## src/rtl/sipo_pkg.sv

```systemverilog
// Shared types and sizing helpers for the SIPO receiver.
// Define SIPO_RECEIVER_PARITY_EN to expect a trailing even-parity bit after each word.
package sipo_pkg;

  typedef enum logic {IDLE, RECV} sipo_state_t;

  // Count width with headroom for the optional parity bit.
  function automatic int cnt_width(input int n);
    return $clog2(n + 2);
  endfunction

`ifdef SIPO_RECEIVER_PARITY_EN
  localparam int PARITY_BITS = 1;
`else
  localparam int PARITY_BITS = 0;
`endif

endpackage

```

## src/rtl/sipo_receiver_if.sv

```systemverilog
// Serial input and buffered parallel output bundle of the SIPO receiver.
// SIPO_RECEIVER_PARITY_EN adds the parity_err pulse.
interface sipo_receiver_if #(parameter int N = 8);
  logic         s_in;
  logic         s_valid;
  logic         s_start;
  logic [N-1:0] q;
  logic         q_valid;
  logic         q_ready;
  logic         busy;
  logic         frame_err;
  logic         overrun;
`ifdef SIPO_RECEIVER_PARITY_EN
  logic         parity_err;

  modport slave  (input  s_in, s_valid, s_start, q_ready,
                  output q, q_valid, busy, frame_err, overrun, parity_err);
  modport master (output s_in, s_valid, s_start, q_ready,
                  input  q, q_valid, busy, frame_err, overrun, parity_err);
`else
  modport slave  (input  s_in, s_valid, s_start, q_ready,
                  output q, q_valid, busy, frame_err, overrun);
  modport master (output s_in, s_valid, s_start, q_ready,
                  input  q, q_valid, busy, frame_err, overrun);
`endif
endinterface

```

## src/rtl/sipo_bit_cnt.sv

```systemverilog
// Bit counter for the SIPO receiver: clear, load-1 and increment, with a
// terminal-count flag raised when the last bit of a frame is expected.
module sipo_bit_cnt #(
  parameter int W    = 4,
  parameter int LAST = 7
) (
  input  logic         clk,
  input  logic         reset,
  input  logic         clr,
  input  logic         load1,
  input  logic         inc,
  output logic [W-1:0] cnt,
  output logic         tc
);

  logic [W-1:0] cnt_reg;

  always_ff @(posedge clk or negedge reset) begin
    if (!reset) begin
      cnt_reg <= '0;
    end else if (clr) begin
      cnt_reg <= '0;
    end else if (load1) begin
      cnt_reg <= W'(1);
    end else if (inc) begin
      cnt_reg <= cnt_reg + W'(1);
    end
  end

  assign cnt = cnt_reg;
  assign tc  = (cnt_reg == W'(LAST));

endmodule

```

## src/rtl/sipo_receiver.sv

```systemverilog
// Serial-in parallel-out receiver with start framing and a one-entry output buffer.
// SIPO_RECEIVER_PARITY_EN: consume a trailing even-parity bit and drop failing words.
module sipo_receiver
  import sipo_pkg::*;
#(
  parameter int N         = 8,
  parameter bit MSB_FIRST = 1'b1
) (
  input  logic            clk,
  input  logic            reset,
  sipo_receiver_if.slave  bus
);

  localparam int CW    = cnt_width(N);
  localparam int FRAME = N + PARITY_BITS;

  sipo_state_t  state_reg, state_next;
  logic [N-1:0] sr_reg, sr_next, sr_shift, sr_first;
  logic [N-1:0] q_reg, q_next, word;
  logic         q_valid_reg, q_valid_next;
  logic         frame_err_reg, frame_err_next;
  logic         overrun_reg, overrun_next;
  logic         cnt_clr, cnt_load1, cnt_inc, cnt_tc;
  logic         done, word_ok, data_bit;
  logic [CW-1:0] cnt;

  sipo_bit_cnt #(.W(CW), .LAST(FRAME - 1)) u_cnt (
    .clk   (clk),
    .reset (reset),
    .clr   (cnt_clr),
    .load1 (cnt_load1),
    .inc   (cnt_inc),
    .cnt   (cnt),
    .tc    (cnt_tc)
  );

  // sr_shift: register with the new bit shifted in; sr_first: a fresh word holding only the new bit.
  genvar gi;
  generate
    for (gi = 0; gi < N; gi++) begin : g_bit
      if (MSB_FIRST) begin : g_msb
        if (gi == 0) begin : g_in
          assign sr_shift[gi] = bus.s_in;
          assign sr_first[gi] = bus.s_in;
        end else begin : g_mv
          assign sr_shift[gi] = sr_reg[gi-1];
          assign sr_first[gi] = 1'b0;
        end
      end else begin : g_lsb
        if (gi == N - 1) begin : g_in
          assign sr_shift[gi] = bus.s_in;
          assign sr_first[gi] = bus.s_in;
        end else begin : g_mv
          assign sr_shift[gi] = sr_reg[gi+1];
          assign sr_first[gi] = 1'b0;
        end
      end
    end
  endgenerate

  // The parity bit, when present, is counted but never shifted into the word.
  assign data_bit = (cnt < CW'(N));

  always_comb begin
    state_next     = state_reg;
    sr_next        = sr_reg;
    cnt_clr        = 1'b0;
    cnt_load1      = 1'b0;
    cnt_inc        = 1'b0;
    done           = 1'b0;
    frame_err_next = 1'b0;
    case (state_reg)
      IDLE: begin
        if (bus.s_valid && bus.s_start) begin
          sr_next    = sr_first;
          cnt_load1  = 1'b1;
          state_next = RECV;
        end
      end
      RECV: begin
        if (bus.s_valid) begin
          if (bus.s_start) begin
            sr_next        = sr_first;
            cnt_load1      = 1'b1;
            frame_err_next = 1'b1;
          end else begin
            if (data_bit) sr_next = sr_shift;
            if (cnt_tc) begin
              done       = 1'b1;
              cnt_clr    = 1'b1;
              state_next = IDLE;
            end else begin
              cnt_inc = 1'b1;
            end
          end
        end
      end
    endcase
  end

`ifdef SIPO_RECEIVER_PARITY_EN
  logic parity_err_reg, parity_err_next;
  assign word            = sr_reg;
  assign word_ok         = ~^{sr_reg, bus.s_in};
  assign parity_err_next = done & ~word_ok;
  assign bus.parity_err  = parity_err_reg;
`else
  assign word    = sr_shift;
  assign word_ok = 1'b1;
`endif

  always_comb begin
    q_next       = q_reg;
    q_valid_next = q_valid_reg & ~bus.q_ready;
    overrun_next = 1'b0;
    if (done && word_ok) begin
      if (!q_valid_reg || bus.q_ready) begin
        q_next       = word;
        q_valid_next = 1'b1;
      end else begin
        overrun_next = 1'b1;
      end
    end
  end

  always_ff @(posedge clk or negedge reset) begin
    if (!reset) begin
      state_reg      <= IDLE;
      sr_reg         <= '0;
      q_reg          <= '0;
      q_valid_reg    <= 1'b0;
      frame_err_reg  <= 1'b0;
      overrun_reg    <= 1'b0;
`ifdef SIPO_RECEIVER_PARITY_EN
      parity_err_reg <= 1'b0;
`endif
    end else begin
      state_reg      <= state_next;
      sr_reg         <= sr_next;
      q_reg          <= q_next;
      q_valid_reg    <= q_valid_next;
      frame_err_reg  <= frame_err_next;
      overrun_reg    <= overrun_next;
`ifdef SIPO_RECEIVER_PARITY_EN
      parity_err_reg <= parity_err_next;
`endif
    end
  end

  assign bus.q         = q_reg;
  assign bus.q_valid   = q_valid_reg;
  assign bus.busy      = (state_reg == RECV);
  assign bus.frame_err = frame_err_reg;
  assign bus.overrun   = overrun_reg;

endmodule

```

## src/flat_wrapper.sv

```systemverilog
// flat-port wrapper written by rule: the top's interface ports become plain ports
module sipo_receiver_flat import sipo_pkg::*;
#(
  parameter int N         = 8,
  parameter bit MSB_FIRST = 1'b1
)
  (clk, reset, bus_s_in, bus_s_valid, bus_s_start, bus_q_ready, bus_q, bus_q_valid, bus_busy, bus_frame_err, bus_overrun);
  sipo_receiver_if #(.N(N)) bus_i ();
  input  logic clk;
  input  logic reset;
  input wire logic [$bits(bus_i.s_in)-1:0] bus_s_in;
  input wire logic [$bits(bus_i.s_valid)-1:0] bus_s_valid;
  input wire logic [$bits(bus_i.s_start)-1:0] bus_s_start;
  input wire logic [$bits(bus_i.q_ready)-1:0] bus_q_ready;
  output wire logic [$bits(bus_i.q)-1:0] bus_q;
  output wire logic [$bits(bus_i.q_valid)-1:0] bus_q_valid;
  output wire logic [$bits(bus_i.busy)-1:0] bus_busy;
  output wire logic [$bits(bus_i.frame_err)-1:0] bus_frame_err;
  output wire logic [$bits(bus_i.overrun)-1:0] bus_overrun;
  assign bus_i.s_in = bus_s_in;
  assign bus_i.s_valid = bus_s_valid;
  assign bus_i.s_start = bus_s_start;
  assign bus_i.q_ready = bus_q_ready;
  assign bus_q = bus_i.q;
  assign bus_q_valid = bus_i.q_valid;
  assign bus_busy = bus_i.busy;
  assign bus_frame_err = bus_i.frame_err;
  assign bus_overrun = bus_i.overrun;
  sipo_receiver #(.N(N), .MSB_FIRST(MSB_FIRST)) u_core (.clk(clk), .reset(reset), .bus(bus_i));
endmodule
```

## config.mk

```make
export PLATFORM = sky130hd
export DESIGN_NAME = sipo_receiver_flat
export DESIGN_NICKNAME = d
export VERILOG_FILES = /design/src/rtl/sipo_pkg.sv /design/src/rtl/sipo_receiver_if.sv /design/src/rtl/sipo_bit_cnt.sv /design/src/rtl/sipo_receiver.sv /design/src/flat_wrapper.sv
export SDC_FILE = /design/constraint.sdc
export NUM_CORES = 1
export LEC_CHECK = 0
export ABC_CLOCK_PERIOD_IN_PS = 3100
export BUFFER_PORTS_ARGS = -buffer_cell sky130_fd_sc_hd__buf_2
export CAP_MARGIN = 30
export CORE_UTILIZATION = 55
export DETAILED_ROUTE_END_ITERATION = 8
export HOLD_SLACK_MARGIN = 0.02
export PLACE_DENSITY = 0.84
export SETUP_SLACK_MARGIN = 0.3
export SLEW_MARGIN = 20
export SYNTH_ARGS = -nofsm -noshare
export SYNTH_HDL_FRONTEND = slang
export SYNTH_SLANG_ARGS = --single-unit
```

## constraint.sdc

```tcl
create_clock -name clk -period 3.1 [get_ports clk]
set_clock_uncertainty 0.05 [all_clocks]
set_input_delay 0.775 -clock clk [delete_from_list [all_inputs] [get_ports clk]]
set_output_delay 0.775 -clock clk [all_outputs]
set_load 0.02 [all_outputs]
```

* After elaboration in Yosys (flattened, before gate mapping) *
Index checks and enable logic that the tools add are counted.

word-level totals
  register bits = 23
  latch bits = 0
  memory bits (writable) = 0
  memory bits (read-only) = 0
  bits of input ports = 6
  word-level logic and storage cells = 50
  memories kept = 0

operators by class
  add/sub/neg operators = 1
  $mul = 0
  div/mod/pow operators = 0
  $lt $le $gt $ge = 1
  eq/ne operators = 4
  shift operators = 0
  muxes and demuxes = 28
  bitwise operators = 3
  reduce and logical (&&, ||, !) cells = 6

operators by type and width
  cell                                                    number
  two-way mux 7 bit                                       4
  two-way mux 1 bit                                       18
  case mux 7 bit (2 select lines)                         1
  two-way mux 4 bit                                       3
  adder 4 x 1 -> 4 bit (second input constant)            1
  equality test 4 x 3 -> 1 bit (second input constant)    1
  less-than comparator 4 bit (second input constant)      1
  case mux 1 bit (2 select lines)                         2
  inequality test 3 bit (second input constant)           1
  AND reduction 3 bit                                     1
  nonzero test 3 bit                                      1
  inequality test 2 x 1 -> 1 bit (second input constant)  1
  inequality test 2 bit (second input constant)           1
  NOT 1 bit                                               2
  AND reduction 2 bit                                     1
  AND 1 bit                                               1
  logical AND 1 bit                                       1
  zero test 1 bit                                         1
  logical OR 1 bit                                        1

* Depth between registers and ports, before layout *
Gate-level depths: netlist of run 1.

  depth after elaboration = 8
  depth in mapped cells = 5
  depth with buffers taken out = 4

* Modules after synthesis *
From an unflattened synthesis of run 1, not the netlist that was laid out.

second synthesis, totals
  cells, all modules = 85
  area, all modules = 1011.0 µm²

by module, submodules not included
  module         instances  cells each  area an instance (µm²)  seq. area each (µm²)
  sipo_receiver  1          65          800.8                   475.5
  sipo_bit_cnt   1          20          210.2                   100.1

* Least setup slack after synthesis of run 1 *
Ideal clock, no wire load.

  path kind = input to register
  start point = input port bus_s_start
  end point = register u_core.q_reg[0] (netlist: u_core.bus.q[0])
  library setup time = 0.125 ns
  arrival time = 1.738 ns
  path slack = 1.188 ns
  cell stages on the path = 3
  cells stage by stage = nand4bb_1 -> nor3b_4 -> mux2_2

between the ends
  cells in the longest elaborated chain, start to end = 4

RTL lines
  what                           RTL line              source
  from (decl)                    flat_wrapper.sv:13    input wire logic [$bits(bus_i.s_start)-1:0] bus_s_start;
  two-way mux 1 bit              sipo_receiver.sv:82   if (bus.s_start) begin
  two-way mux 1 bit              sipo_receiver.sv:81   if (bus.s_valid) begin
  two-way mux 1 bit              sipo_receiver.sv:72   case (state_reg)
  AND reduction 2 bit (no line)  --
  to (signal assigned)           sipo_receiver.sv:140  q_reg <= q_next;
  to (decl)                      sipo_receiver.sv:19   logic [N-1:0] q_reg, q_next, word;

Every way passes these cells.
A chain may end at the register's enable or synchronous reset.

* Worst setup path after layout of run 1 *
  start point = input port bus_s_start
  end point = register u_core.q_reg[2] (netlist: u_core.bus.q[2])

The elaborated chain is that of the path after synthesis.

==> results of run 1 <==
routing by layer:
metal,vias to the layer above,global-route usage,wire [microns]
met5,-,0,0
met4,0,0.103,42
met3,5,0.0240,60
met2,19,0.282,777
met1,349,0.271,816
li1,343,-,-
how the worst max path moves through the flow:
stage / start / to / slack [ns] / depth (start not counted)
floorplan: bus_s_start / u_core.bus.q[0] / 1.19 / 3
global placement: bus_s_start / u_core.bus.q[2] / 0.86 / 4
detailed placement: bus_s_start / u_core.bus.q[3] / 0.80 / 4
CTS: bus_s_start / u_core.bus.q[2] / 1.16 / 4
global route: bus_s_start / u_core.bus.q[2] / 1.08 / 4
finish: bus_s_start / u_core.bus.q[2] / 1.18 / 4
power by group through the flow:
stage,Sequential (mW),Combinational (mW),Clock (mW)
6_report,0.377,0.142,0.137
5_1_grt,0.383,0.155,0.152
4_1_cts,0.377,0.142,0.144
3_5_place_dp,0.383,0.142,0
3_3_place_gp,0.380,0.137,0
2_1_floorplan,0.392,0.0866,0
placed cells by master, fill, tap and decap left out, types with 2 or more instances in the layout:
cell type	n
dfrtp_1	23
buf_2	17
mux2_2	9
o2bb2ai_1	7
a22oi_1	6
o21ai_0	5
nor2_1	4
nand2_1	3
nand4_1	3
a21oi_1	3
clkbuf_4	3
inv_1	2
nand2b_1	2
nor2b_1	2
per-stage QoR:
stage                     instances  cell area (sq um)
after floorplan                  82               1010
after global placement          120               1110
after detailed placement        120               1110
after CTS                       124               1140
after global routing            124               1140
final                           124               1140
critical path: stages:
cell and delay (ns):
buf_2 0.18, nand4bb_1 0.29, nor3b_4 0.45, mux2_2 0.39
area by class of cell:
| type | count | area [sq um] |
|---|---|---|
| Tap cell | 25 | 31.3 |
| Fill cell | 151 | 587 |
| Sequential cell | 23 | 576 |
| Multi-Input combinational cell | 53 | 413 |
| Inverter | 2 | 7.51 |
| Clock buffer | 3 | 22.5 |
| Clock inverter | 1 | 5.00 |
| Timing Repair Buffer | 17 | 85.1 |
cells in the mapped netlist, drive strengths merged:
cell type | n | area share
mux2 | 9 | 0.10
nand2 | 3 | 0.011
ha | 1 | 0.012
buf | 1 | 0.0049
dfrtp | 23 | 0.57
inv | 2 | 0.0074
nor2b | 2 | 0.012
a31oi | 1 | 0.0062
nand2b | 2 | 0.012
and3b | 1 | 0.0087
nand4bb | 1 | 0.011
and4b | 1 | 0.011
nor3b | 1 | 0.019
a21oi | 3 | 0.015
clkbuf | 3 | 0.011
o2bb2ai | 7 | 0.061
o41ai | 1 | 0.0087
nand4 | 3 | 0.019
a22oi | 6 | 0.044
or2b | 1 | 0.0074
and4 | 1 | 0.0099
nor2 | 4 | 0.015
o21ai | 5 | 0.025
logic make-up (layout without fill, tap and decap cells):
family | count (synthesis) | in the layout | share of synthesized area
AO/OA/AOI/OAI | 23 | 23 | 0.159
flip-flops | 23 | 23 | 0.569
adder cells (fa/ha/maj) | 1 | 1 | 0.0124
buffers and inverters | 6 | 23 | 0.0235
AND/OR/NAND/NOR | 20 | 20 | 0.136
multiplexers | 9 | 9 | 0.100
==> out/results.ini, run 1 <==
[outcome]
outcome = finished, final reports clean

[worst_hold_path]
hp-class = in2async

[clock_tree]
postCtsSetupBuffers = 0
cts.sinks = 23
cts-root-buf = clkbuf_4
clkTransAtPathRegs_ns = 0.12
cts_hold_buf = 0
cts_buffer_depth = 2
numCtsBuffers = 3
h-tree-depth = 1
ctsResizeCount = 0
insertion_delay_ns = 0.31
cts_tree = built

[power]
power.internal_mw = 0.449
pwr-share-clk = 0.208
vdd_drop_max_uv = 330
switchingPower_mw = 0.206
p_per_area_nw_per_um2 = 575
p_leak_nw = 0.552
switching_share = 0.314
power_mw = 0.655
pwr-share-comb = 0.216
seqPwrFrac = 0.576

[timing]
rsz0062_at_grt = false
tightestPinTransition_ns = 0.486
max_freq_mhz = 520
setup_viol = 0
slew_viol_final = 0
period_needed_ns = 1.92
fin_ws_ns = 1.18
holdWs_ns = 0.349
finalCritPeriodShare = 0.620
relSlewSlack = 0.676
hold_viol_final = 0
finalSetupTns_ns = 0

[setup_path]
reg2reg_from = u_core.u_cnt.cnt[0]
reg2reg_depth = 4
r2r_slack_ns = 1.21
cp-start-kind = input pin
r2r-end = u_core.bus.q[2]
cp_data_arrival_time_ns = 2.08
worstPathMaxFanout = 14
critical_path_required_ns = 3.26
crit_path_end_kind = flip-flop
critPathKind = in2reg

[place]
dp_slack_ns = 0.798
hpwl_microns = 1180
gp_congestion = 0.793
place.port_buffers = 17

[global_route]
gr-total-overflow = 0
grt.total_usage = 0.189
first_global_vias = 614
antenna_found_initial = 0
grt_pass1_wl_microns = 2730
grt_start_max_net_pins = 24

[yosys]
yosysSeqAreaShare = 0.569
postSynthAreaPerCell_sq_um = 12.3
synth_fp_nets = 89
yosysWarnings = 0
ys_types = 23
synthCells = 82
synth_area_sq_um = 1010
ys_seq_elements = 23

[die]
core_sq_um = 1730
start_util = 0.586
die_w_microns = 44.9
rows = 15
die_area_sq_um = 2020
die_h_microns = 44.9
ios = 18

[drt]
drt_iter0_drc = 19
wirelength_microns = 1700
drcViolationCount = 0
firstDrtPassIters = 4
antenna_left = 0
dr_total_vias = 716
viasPerCell = 5.77
post_drt_wl_per_cell_microns = 13.7

[finish]
drive_gt1_frac = 0.333
largest_reg_flops = 8
layout.nets = 107
synthToLayoutAreaGrowth_pct = 12.6
diodes = 0
final_util = 0.660

[job]
maxCapViolations = 0

(Power assumes the default switching activity.)
==> inputs of run 2 (changes only) <==
- ABC_CLOCK_PERIOD_IN_PS: 3100 -> 1800
- CORE_UTILIZATION: 55 -> 53
- PLACE_DENSITY: 0.84 -> 0.81
- clock period: 3.1 -> 1.8 ns (I/O delays scaled with it)
==> out/results.ini, run 2 (synthesized netlist as in run 1, its figures left out) <==
[power]
p_leak_nw = 0.613
p_per_area_nw_per_um2 = 936
vdd_drop_max_uv = 566

[timing]
slew_viol_final = 0
period_needed_ns = 1.59
tightestPinTransition_ns = 0.488
max_freq_mhz = 631
holdWs_ns = 0.0318
finalCritPeriodShare = 0.881
relSlewSlack = 0.674
finalSetupTns_ns = 0
setup_viol = 0
rsz0062_at_grt = true
hold_viol_final = 0

[setup_path]
r2r_slack_ns = 0.21
path_cells = ha_4 -> nand4bb_4 -> nor3b_4 -> buf_12 -> mux2_4
cp_data_arrival_time_ns = 1.73
cp-start-kind = flip-flop
critPathKind = reg2reg
cp_num_buf_inv = 1
max_stage_delay_ns = 0.43
r2r-end = u_core.bus.q[3]
reg2reg_depth = 5
crit_path_end_kind = flip-flop
slowest_stage = dfrtp_1
worstPathMaxFanout = 8
reg2reg_from = u_core.u_cnt.cnt[1]
cp_top_family = flip-flops
critical_path_required_ns = 1.94

[die]
core_sq_um = 1760
start_util = 0.574
die_w_microns = 45.7
die_area_sq_um = 2090
ios = 18
die_h_microns = 45.7
rows = 15

[outcome]
outcome = finished, final reports clean

[finish]
final_cell_mix = dfrtp_1 (23), buf_2 (16), mux2_4 (8), buf_4 (8), o2bb2ai_1 (7)
largest_reg_flops = 8
drive_gt1_frac = 0.413
fillers = 136
synthToLayoutAreaGrowth_pct = 28.2
final_common_cell = dfrtp_1
diodes = 0
layout.nets = 117
final_area_sq_um = 1300
finalNonFillerCells = 134

[drt]
dr_total_vias = 790
post_drt_wl_per_cell_microns = 16.5
drt_iter0_drc = 43
drcViolationCount = 0
antenna_left = 0
firstDrtPassIters = 4
viasPerCell = 5.90
wirelength_microns = 2210

[clock_tree]
insertion_delay_ns = 0.31
numCtsBuffers = 3
cts_buffer_depth = 2
cts-root-buf = clkbuf_4
cts_hold_buf = 0
cts_tree = built
h-tree-depth = 1
cts.sinks = 23
clkTransAtPathRegs_ns = 0.13

[global_route]
first_global_vias = 781
grt_pass1_wl_microns = 3550
grt.total_usage = 0.239
antenna_found_initial = 0
grt_start_max_net_pins = 24
gr-total-overflow = 0

[worst_hold_path]
hp-class = in2async

[place]
place.port_buffers = 17
hpwl_microns = 1320
gp_congestion = 0.765
dp.cells = 123
placed_area_sq_um = 1150

[job]
maxCapViolations = 0

==> run 2: cell count changes in the layout (fill, tap and decap cells not counted), moves of 2 or more <==
cell | before | now
buf_6 | 0 | 2
mux2_4 | 0 | 8
mux2_2 | 9 | 1
buf_4 | 0 | 8
==> run 2: where the power goes <==
| group | total (mW) | switching, mW | internal (mW) |
|---|---|---|---|
| Combinational | 0.320 | 0.163 | 0.157 |
| Clock | 0.234 | 0.148 | 0.0863 |
| Sequential | 0.661 | 0.0750 | 0.586 |
==> run 2: metal layers <==
| metal | track usage | part of all wire |
|---|---|---|
| met1 | 0.344 | 0.45 |
| met2 | 0.374 | 0.48 |
| met3 | 0.0437 | 0.061 |
| met4 | 0.0647 | 0.0086 |
| met5 | 0 | 0 |
==> run 2: cell type report <==
class	count	area, sq um	area share
Sequential cell	23	576	0.444
Multi-Input combinational cell	53	474	0.365
Timing Repair Buffer	27	183	0.141
Tap cell	25	31.3	0.0241
Clock buffer	4	26.3	0.0203
Inverter	2	7.51	0.00579
==> run 2: what timing repair did <==
action / 4_1_cts / 5_1_grt
setup endpoints to repair: 10 / 11
pin swaps: 2 / 1
setup buffers: 6 / 1
gates resized for setup: 12 / 2
==> run 2: how the worst max path moves through the flow <==
stage,start,endpoint,slack (ns),cells after the start
after floorplan,u_core.u_cnt.cnt[0],u_core.bus.q[0],0.15,4
after global placement,bus_s_start,u_core.bus.q[2],0.08,5
after detailed placement,u_core.u_cnt.cnt[0],u_core.bus.q[7],0.05,5
after CTS,u_core.u_cnt.cnt[1],u_core.bus.q[7],0.22,5
after global routing,u_core.u_cnt.cnt[1],u_core.bus.q[3],0.18,5
final,u_core.u_cnt.cnt[1],u_core.bus.q[3],0.21,5
==> run 2: metrics by stage <==
stage	utilization	power, mW	setup WS, ns
floorplan	-	0.826	0.154
global placement	0.652	0.902	0.0845
detailed placement	0.652	0.914	0.0528
CTS	0.728	1.19	0.216
global route	0.735	1.28	0.179
finish	0.735	1.21	0.215
==> run 2: worst reg2reg max path, delay by kind of cell (launching register included) <==
family | cells | cell delay, ns
fa+ha+maj | 1 | 0.17
buf+inv | 1 | 0.16
flops | 1 | 0.43
mux | 1 | 0.30
simple gates | 2 | 0.36
==> inputs of run 3 (changes only) <==
- BUFFER_PORTS_ARGS: -buffer_cell sky130_fd_sc_hd__buf_2 -> -buffer_cell sky130_fd_sc_hd__clkbuf_2
- PLACE_DENSITY: 0.81 -> 0.75
==> out/results.ini, run 3 (synthesized netlist as in run 1, its figures left out) <==
[die]
start_util = 0.574
die_h_microns = 45.7
ios = 18
core_sq_um = 1760
rows = 15
die_w_microns = 45.7
die_area_sq_um = 2090

[timing]
setup_viol = 0
period_needed_ns = 1.60
rsz0062_at_grt = true
relSlewSlack = 0.620
hold_viol_final = 0
finalSetupTns_ns = 0
tightestPinTransition_ns = 0.570
finalCritPeriodShare = 0.889
slew_viol_final = 0
max_freq_mhz = 625

[global_route]
gr-total-overflow = 0
grt.total_usage = 0.219
first_global_vias = 704
antenna_found_initial = 0
grt_pass1_wl_microns = 3260
grt_start_max_net_pins = 24

[setup_path]
cp_data_arrival_time_ns = 1.75
critical_path_required_ns = 1.95
critPathKind = reg2reg
crit_path_end_kind = flip-flop
worstPathMaxFanout = 8
cp-start-kind = flip-flop

[worst_hold_path]
hp-class = in2async

[place]
place.port_buffers = 17
hpwl_microns = 1330
gp_congestion = 0.820
dp.cells = 125

[finish]
layout.nets = 118
drive_gt1_frac = 0.427
final_cell_mix = dfrtp_1 (23), clkbuf_2 (16), buf_4 (9)
synthToLayoutAreaGrowth_pct = 25.7
largest_reg_flops = 8
final_common_cell = dfrtp_1
diodes = 0
finalNonFillerCells = 135

[power]
switching_share = 0.314
seqPwrFrac = 0.536
pwr-share-clk = 0.189
switchingPower_mw = 0.381
pwr-share-comb = 0.275
p_leak_nw = 0.607
power.internal_mw = 0.831
p_per_area_nw_per_um2 = 953
power_mw = 1.21
vdd_drop_max_uv = 790

[drt]
firstDrtPassIters = 4
drt_iter0_drc = 17
viasPerCell = 5.89
wl_met2_microns = 911
drcViolationCount = 0
wl_met1_microns = 939
wirelength_microns = 2000
wl_met3_microns = 111
antenna_left = 0
post_drt_wl_per_cell_microns = 14.8
dr_total_vias = 795
top_layer = met4

[clock_tree]
cts-root-buf = clkbuf_4
clkTransAtPathRegs_ns = 0.12
numCtsBuffers = 3
cts.sinks = 23
h-tree-depth = 1
cts_buffer_depth = 2
cts_tree = built
insertion_delay_ns = 0.30

[outcome]
outcome = finished, final reports clean

[job]
maxCapViolations = 0

[run 3: cell types whose count changed in the layout (fill, tap and decap cells not counted), moves of 7 or more]
| cell | delta |
|---|---|
| buf_2 | -16 |
| mux2_2 | +7 |
| clkbuf_2 | +16 |
| mux2_4 | -7 |
[run 3: final timing paths]
| check | cells after the start | to | startpoint | slack, ns |
|---|---|---|---|---|
| max in group asynchronous | 1 | u_core.bus.q[4] | reset | 1.26 |
| worst min-delay path | 1 | u_core.u_cnt.cnt[1] | reset | 0.07 |
| min in group clk | 2 | u_core.bus.q[0] | bus_s_in | 0.33 |
| worst max register to register | 5 | u_core.bus.q[3] | u_core.u_cnt.cnt[1] | 0.20 |
| worst min register to register | 1 | u_core.bus.q[5] | u_core.bus.q[5] | 0.47 |
| worst max-delay path | 5 | u_core.bus.q[3] | u_core.u_cnt.cnt[1] | 0.20 |
[run 3: what timing repair did]
item                       CTS  global route
hold buffers                 0             0
setup endpoints to repair   10            11
pin swaps                    1             0
hold endpoints to repair     0             0
gates resized for setup      6             1
setup buffers                5             1
[run 3: final cells by class]
| type | instances | area [sq um] |
|---|---|---|
| Clock inverter | 1 | 5.00 |
| Timing Repair Buffer | 28 | 184 |
| Clock buffer | 3 | 22.5 |
| Multi-Input combinational cell | 53 | 447 |
| Inverter | 2 | 7.51 |
| Fill cell | 134 | 492 |
| Tap cell | 25 | 31.3 |
| Sequential cell | 23 | 576 |
[run 3: worst max-delay path, stage by stage, from the launching register on]
cell,delay (ns)
dfrtp_1,0.42
ha_4,0.17
nand4bb_4,0.13
nor3b_4,0.22
buf_6,0.17
mux2_2,0.33
[run 3: layer usage]
metal | vias up | track usage
met5 | - | 0
met4 | 0 | 0.0824
met3 | 6 | 0.0317
met2 | 32 | 0.326
met1 | 388 | 0.326
li1 | 369 | -
[run 3: through the flow]
step	hold slack, ns	util	setup slack [ns]	instance area [sq um]
2_1_floorplan	0.104	-	0.154	1010
3_3_place_gp	0.412	0.653	0.0994	1150
3_5_place_dp	0.414	0.653	0.0353	1150
4_1_cts	0.0743	0.716	0.216	1260
5_1_grt	0.116	0.721	0.140	1270
6_report	0.0668	0.721	0.200	1270
[run 3: power by group through the flow]
stage / logic, mW / clock network (mW) / registers [mW]
floorplan: 0.150 / 0 / 0.676
global placement: 0.280 / 0 / 0.648
detailed placement: 0.288 / 0 / 0.651
CTS: 0.326 / 0.235 / 0.647
global route: 0.359 / 0.246 / 0.660
finish: 0.333 / 0.229 / 0.650
